File: config.mk
export PLATFORM = sky130hd
export DESIGN_NAME = bmem_arbiter
export DESIGN_NICKNAME = d
export VERILOG_FILES = /design/src/rtl/bmem_arbiter.sv
export SDC_FILE = /design/constraint.sdc
export NUM_CORES = 1
export LEC_CHECK = 0
export CAP_MARGIN = 20
export CORE_AREA = 2 2 230 232
export CTS_CLUSTER_SIZE = 8
export DETAILED_ROUTE_END_ITERATION = 7
export DIE_AREA = 0 0 232 234
export HOLD_SLACK_MARGIN = 0.06
export PLACE_DENSITY_LB_ADDON = 0.3
export RECOVER_POWER = 100
export SLEW_MARGIN = 20
export SYNTH_ARGS = -nofsm -noshare
export SYNTH_HDL_FRONTEND = slang
export SYNTH_SLANG_ARGS = --single-unit
File: constraint.sdc
create_clock -name clk -period 1.6 [get_ports clk]
set_input_delay 0.32 -clock clk [delete_from_list [all_inputs] [get_ports clk]]
set_output_delay 0.32 -clock clk [all_outputs]
set_load 0.05 [all_outputs]
File: src/rtl/bmem_arbiter.sv
// Round-robin arbiter sharing one burst-memory port between the OoO and pipelined cores.
// Grants whole transactions (one read or one write burst) and routes read beats to the owner.
module bmem_arbiter #(
    parameter int unsigned ADDR_WIDTH = 32,
    parameter int unsigned DATA_WIDTH = 64,
    parameter int unsigned BURST_LEN  = 4
) (
    input  logic                  clk,
    input  logic                  rst_n,

    input  logic [ADDR_WIDTH-1:0] ooo_bmem_addr,
    input  logic                  ooo_bmem_read,
    input  logic                  ooo_bmem_write,
    input  logic [DATA_WIDTH-1:0] ooo_bmem_wdata,
    output logic                  ooo_bmem_ready,
    output logic [ADDR_WIDTH-1:0] ooo_bmem_raddr,
    output logic [DATA_WIDTH-1:0] ooo_bmem_rdata,
    output logic                  ooo_bmem_rvalid,

    input  logic [ADDR_WIDTH-1:0] ppl_bmem_addr,
    input  logic                  ppl_bmem_read,
    input  logic                  ppl_bmem_write,
    input  logic [DATA_WIDTH-1:0] ppl_bmem_wdata,
    output logic                  ppl_bmem_ready,
    output logic [ADDR_WIDTH-1:0] ppl_bmem_raddr,
    output logic [DATA_WIDTH-1:0] ppl_bmem_rdata,
    output logic                  ppl_bmem_rvalid,

    output logic [ADDR_WIDTH-1:0] bmem_addr,
    output logic                  bmem_read,
    output logic                  bmem_write,
    output logic [DATA_WIDTH-1:0] bmem_wdata,
    input  logic                  bmem_ready,
    input  logic [ADDR_WIDTH-1:0] bmem_raddr,
    input  logic [DATA_WIDTH-1:0] bmem_rdata,
    input  logic                  bmem_rvalid,

    output logic                  busy
);

    localparam int unsigned CNT_W = $clog2(BURST_LEN);
    localparam logic [CNT_W-1:0] LAST_BEAT = CNT_W'(BURST_LEN - 1);

    typedef enum logic [1:0] {
        ST_IDLE,
        ST_GRANT,
        ST_RDWAIT
    } state_e;

    state_e           state_q, state_d;
    logic             owner_q, owner_d;
    logic             last_grant_q, last_grant_d;
    logic [CNT_W-1:0] beat_cnt_q, beat_cnt_d;

    logic                  req0, req1;
    logic                  own_read, own_write;
    logic [ADDR_WIDTH-1:0] own_addr;
    logic [DATA_WIDTH-1:0] own_wdata;

    assign req0      = ooo_bmem_read | ooo_bmem_write;
    assign req1      = ppl_bmem_read | ppl_bmem_write;
    assign own_read  = owner_q ? ppl_bmem_read  : ooo_bmem_read;
    assign own_write = owner_q ? ppl_bmem_write : ooo_bmem_write;
    assign own_addr  = owner_q ? ppl_bmem_addr  : ooo_bmem_addr;
    assign own_wdata = owner_q ? ppl_bmem_wdata : ooo_bmem_wdata;

    // Return data goes to both sides; only the owner's rvalid qualifies it.
    assign ooo_bmem_raddr = bmem_raddr;
    assign ooo_bmem_rdata = bmem_rdata;
    assign ppl_bmem_raddr = bmem_raddr;
    assign ppl_bmem_rdata = bmem_rdata;
    assign busy           = (state_q != ST_IDLE);

    always_ff @(posedge clk or negedge rst_n) begin
        if (!rst_n) begin
            state_q      <= ST_IDLE;
            owner_q      <= 1'b0;
            last_grant_q <= 1'b1;
            beat_cnt_q   <= '0;
        end else begin
            state_q      <= state_d;
            owner_q      <= owner_d;
            last_grant_q <= last_grant_d;
            beat_cnt_q   <= beat_cnt_d;
        end
    end

    always_comb begin
        state_d         = state_q;
        owner_d         = owner_q;
        last_grant_d    = last_grant_q;
        beat_cnt_d      = beat_cnt_q;
        bmem_addr       = '0;
        bmem_read       = 1'b0;
        bmem_write      = 1'b0;
        bmem_wdata      = '0;
        ooo_bmem_ready  = 1'b0;
        ppl_bmem_ready  = 1'b0;
        ooo_bmem_rvalid = 1'b0;
        ppl_bmem_rvalid = 1'b0;

        case (state_q)
            ST_IDLE: begin
                if (req0 || req1) begin
                    // On a tie the requester that did not finish last wins.
                    if (req0 && req1) begin
                        owner_d = ~last_grant_q;
                    end else begin
                        owner_d = req1;
                    end
                    state_d = ST_GRANT;
                end
            end

            ST_GRANT: begin
                bmem_addr      = own_addr;
                bmem_read      = own_read;
                bmem_write     = own_write;
                bmem_wdata     = own_wdata;
                ooo_bmem_ready = ~owner_q & bmem_ready;
                ppl_bmem_ready = owner_q & bmem_ready;
                if (own_read && bmem_ready) begin
                    state_d    = ST_RDWAIT;
                    beat_cnt_d = '0;
                end else if (own_write && bmem_ready) begin
                    if (beat_cnt_q == LAST_BEAT) begin
                        state_d      = ST_IDLE;
                        last_grant_d = owner_q;
                        beat_cnt_d   = '0;
                    end else begin
                        beat_cnt_d = beat_cnt_q + CNT_W'(1);
                    end
                end else if (!own_read && !own_write && beat_cnt_q == '0) begin
                    // Request withdrawn before any beat: release without affecting fairness.
                    state_d = ST_IDLE;
                end
            end

            ST_RDWAIT: begin
                if (bmem_rvalid) begin
                    ooo_bmem_rvalid = ~owner_q;
                    ppl_bmem_rvalid = owner_q;
                    if (beat_cnt_q == LAST_BEAT) begin
                        state_d      = ST_IDLE;
                        last_grant_d = owner_q;
                        beat_cnt_d   = '0;
                    end else begin
                        beat_cnt_d = beat_cnt_q + CNT_W'(1);
                    end
                end
            end

            default: begin
                state_d = ST_IDLE;
            end
        endcase
    end

endmodule
==> results.tsv <==
metric	value	unit
detailed_place.area	7472	um2
setup.reg_to_reg.worst_slack	-0.20	ns
grt_max_degree	50	
numClockSinks	6	
tritoncts	done	
number_of_nets_in_the_final_layout	917	
fillCellCount	5829	
cts_inserted_buffers	3	
finalHoldViolations	0	
crit_path_max_incr_delay	0.50	ns
post-route-min-period	1.944	ns
wirelength	15840	um
kind_of_cell_adding_the_most_delay_to_the_critical_path	buffers and inverters	
synth_xor_area_share	0	%
timing.rr.end	last_grant_q$_DFFE_PN1P_	
antenna_violating_nets_post_route	0	
post_synthesis_sequential_area_ratio	4.566	%
worst_setup_path_start_kind	register	
worst_ep_required_time	1.28	ns
floorplan.die.width	232	um
power.total	17.95	mW
routedWlPerCell	12.13	um
synth_warnings	0	
synth.cell_area	3316	um2
dr.first_iter.drc_count	47	
mean_post_synth_cell_area	7.224	um2
whs	0.4173	ns
max-vdd-ir-drop	1.091	mV
final.period_utilization	121.5	%
failed_checks	setup timing	
grt_util_all_layers	4.724	%
worst_clock_skew	0.007854	ns
synth.net_count	757	
placement_rows	84	
initial_antenna_violation_count	0	
p_per_area	2165	nW/um2
port-buffer-count	302	
finalSetupViolCount	107	
critical_path_buf_inv_count	3	
worst_path_max_delay_cell	sky130_fd_sc_hd__dfrtp_4	
final_cell_area	8288	um2
buffer_cell_driving_the_clock_tree_root	sky130_fd_sc_hd__clkbuf_16	
synthMuxAreaShare	30.91	%
nature_of_the_critical_path_endpoint	primary output	
flow.area_growth_from_synthesis	150.0	%
grt_first_pass_wirelength	20200	um
cts.reportedPaths.clkPinSlew	0.04	ns
critical_path.cell_chain	buf_12, buf_12, mux2i_1, nor2_1, buf_12	
final_critical_path_setup_slack	-0.3441	ns
timing.setup.critical_path_class	reg2out	
cp_common_cell	sky130_fd_sc_hd__buf_12	
timing.rr.start	owner_q$_DFFE_PN0P_	
layout-drive-gt1-share	51.78	%
rr_worst_depth	6	
n_antenna_cell	0	
cp_data_arrival_time	1.62	ns
finalMaxSlewViolations	0	
route.detailed.vias_per_inst	2.701	
synth_cell_types	26	
timing_worst_slew_pin_value	0.3337	ns
p_leak	3.181	nW
core	52020	um2
complex_gate_fraction_of_the_synthesized_area	2.000	%
first_global_vias	3636	
worstSkewPairLatency	0.24	ns
hp_class	in2async	
synthCells	459	
max_freq	514.4	MHz
synth-adder-area-share	0.7547	%
route.vias.total	3528	
post_synthesis_share_of_cell_area_spent_on_and_or_nand_and_nor_gates	14.68	%
postSynthRegisterBits	6	
hpwlAfterDp	12600	um
unrepaired_setup_endpoints_after_global_routing	true	
crit_path_max_fanout	25	
slew_headroom	77.68	%
grt_overflow	0	
globalplace.congestion	0.6825	
timing.max_cap.violations	0	
result_of_the_run	finished with violations	
first_pass_iters	3	
initial_utilization	6.373	%
top_level_ports	591	
clockBufferDepth	2	
dieArea	54290	um2
drt_drc_violations_left	0	
h-tree-depth	1	
synth_top_family_by_area	buffers and inverters	
floorplan.die.height	234	um
## state kept, by name, summed over array words and instances (netlist names)
name,flops
beat_cnt_q,2
last_grant_q,1
state_q,2
owner_q,1
## worst max path at each step
stage / from / end / slack [ns] / cells after the start
finish: owner_q$_DFFE_PN0P_ / bmem_wdata[34] / -0.34 / 5
global route: owner_q$_DFFE_PN0P_ / bmem_wdata[34] / -0.38 / 5
CTS: owner_q$_DFFE_PN0P_ / bmem_addr[16] / -0.34 / 6
detailed placement: ooo_bmem_write / last_grant_q$_DFFE_PN1P_ / -0.28 / 5
global placement: ooo_bmem_write / last_grant_q$_DFFE_PN1P_ / -0.32 / 5
floorplan: owner_q$_DFFE_PN0P_ / bmem_addr[3] / -0.37 / 5
## area by class of cell
type / count / area, um2 / area share, %
sequential: 6 / 155.1 / 1.872
inverter: 3 / 13.76 / 0.1661
timing repair buffer: 370 / 4795 / 57.85
clock buffer: 4 / 78.83 / 0.9511
multi-input combinational: 235 / 2385 / 28.77
tap: 688 / 860.8 / 10.39
## power breakdown
part	internal (mW)	switching, mW
combinational	8.30	8.89
clock	0.332	0.103
sequential	0.245	0.0701
total	8.88	9.07
## logic make-up after synthesis
family,count (synthesis)
simple gates,120
mux,102
flops,6
buf+inv,218
compound gates,11
fa+ha+maj,2
## what timing repair did
action	in CTS	in global routing
cloned	0	4
pin swaps	7	11
gates resized for setup	62	84
endpoints found under the setup margin	105	107
endpoints found under the hold margin	0	0
hold buffers	0	0
buffers inserted	7	4
## per-stage QoR
step	setup slack, ns	setup TNS (ns)	util (%)	instances
after global routing	-0.3847	-30.46	15.93	1306
after global placement	-0.3232	-6.093	14.36	1288
after CTS	-0.3388	-26.90	15.07	1299
final	-0.3441	-24.91	15.93	1306
after floorplan	-0.3673	-23.21	-	459
after detailed placement	-0.2815	-6.449	14.36	1288
## cells in the mapped netlist
cell / n / area, um2
sky130_fd_sc_hd__a211oi_1: 1 / 7.510
sky130_fd_sc_hd__a21oi_1: 4 / 20.02
sky130_fd_sc_hd__a31o_2: 1 / 8.760
sky130_fd_sc_hd__and2_1: 1 / 6.260
sky130_fd_sc_hd__and3_1: 3 / 18.77
sky130_fd_sc_hd__buf_2: 12 / 60.06
sky130_fd_sc_hd__buf_4: 192 / 1441
sky130_fd_sc_hd__buf_6: 1 / 11.26
sky130_fd_sc_hd__clkbuf_1: 10 / 37.54
sky130_fd_sc_hd__dfrtp_1: 5 / 125.1
sky130_fd_sc_hd__dfstp_2: 1 / 26.28
sky130_fd_sc_hd__ha_1: 2 / 25.02
sky130_fd_sc_hd__inv_1: 3 / 11.26
sky130_fd_sc_hd__mux2_1: 3 / 33.78
sky130_fd_sc_hd__mux2i_1: 99 / 991.0
sky130_fd_sc_hd__nand2_1: 3 / 11.26
sky130_fd_sc_hd__nand2b_1: 1 / 6.260
sky130_fd_sc_hd__nand3b_1: 2 / 15.01
sky130_fd_sc_hd__nor2_1: 104 / 390.4
sky130_fd_sc_hd__nor2b_1: 3 / 18.77
sky130_fd_sc_hd__nor3_1: 1 / 5.000
sky130_fd_sc_hd__o21ai_0: 2 / 10.01
sky130_fd_sc_hd__o21ai_1: 2 / 10.01
sky130_fd_sc_hd__o32a_1: 1 / 10.01
sky130_fd_sc_hd__or2_1: 1 / 6.260
sky130_fd_sc_hd__or3b_1: 1 / 8.760
## placed cells by master (no fill, tap or decap), types with 2 or more instances in the layout
master                              n
sky130_fd_sc_hd__nor2_2            36
sky130_fd_sc_hd__mux2i_1           55
sky130_fd_sc_hd__clkbuf_1           2
sky130_fd_sc_hd__buf_6             11
sky130_fd_sc_hd__a21oi_2            3
sky130_fd_sc_hd__buf_4             42
sky130_fd_sc_hd__inv_1              2
sky130_fd_sc_hd__clkbuf_16          5
sky130_fd_sc_hd__mux2_2             2
sky130_fd_sc_hd__and3_1             2
sky130_fd_sc_hd__o21ai_1            2
sky130_fd_sc_hd__ha_1               2
sky130_fd_sc_hd__mux2i_2           34
sky130_fd_sc_hd__mux2i_4           10
sky130_fd_sc_hd__nand3b_1           2
sky130_fd_sc_hd__buf_12           114
sky130_fd_sc_hd__nand2_1            3
sky130_fd_sc_hd__clkdlybuf4s50_1  198
sky130_fd_sc_hd__nor2_4            48
sky130_fd_sc_hd__nor2b_4            3
sky130_fd_sc_hd__dfrtp_1            4
sky130_fd_sc_hd__o21ai_0            2
sky130_fd_sc_hd__nor2_1            20
## routing by layer
layer  wire length (um)  share of wire (%)  GRT usage (%)
met2               7782                 49          8.377
met3               1993                 13          2.201
met1               5229                 33          4.413
met5                  0                  0              0
met4                833                5.3          2.945
Power figures use the tool's default switching activity.
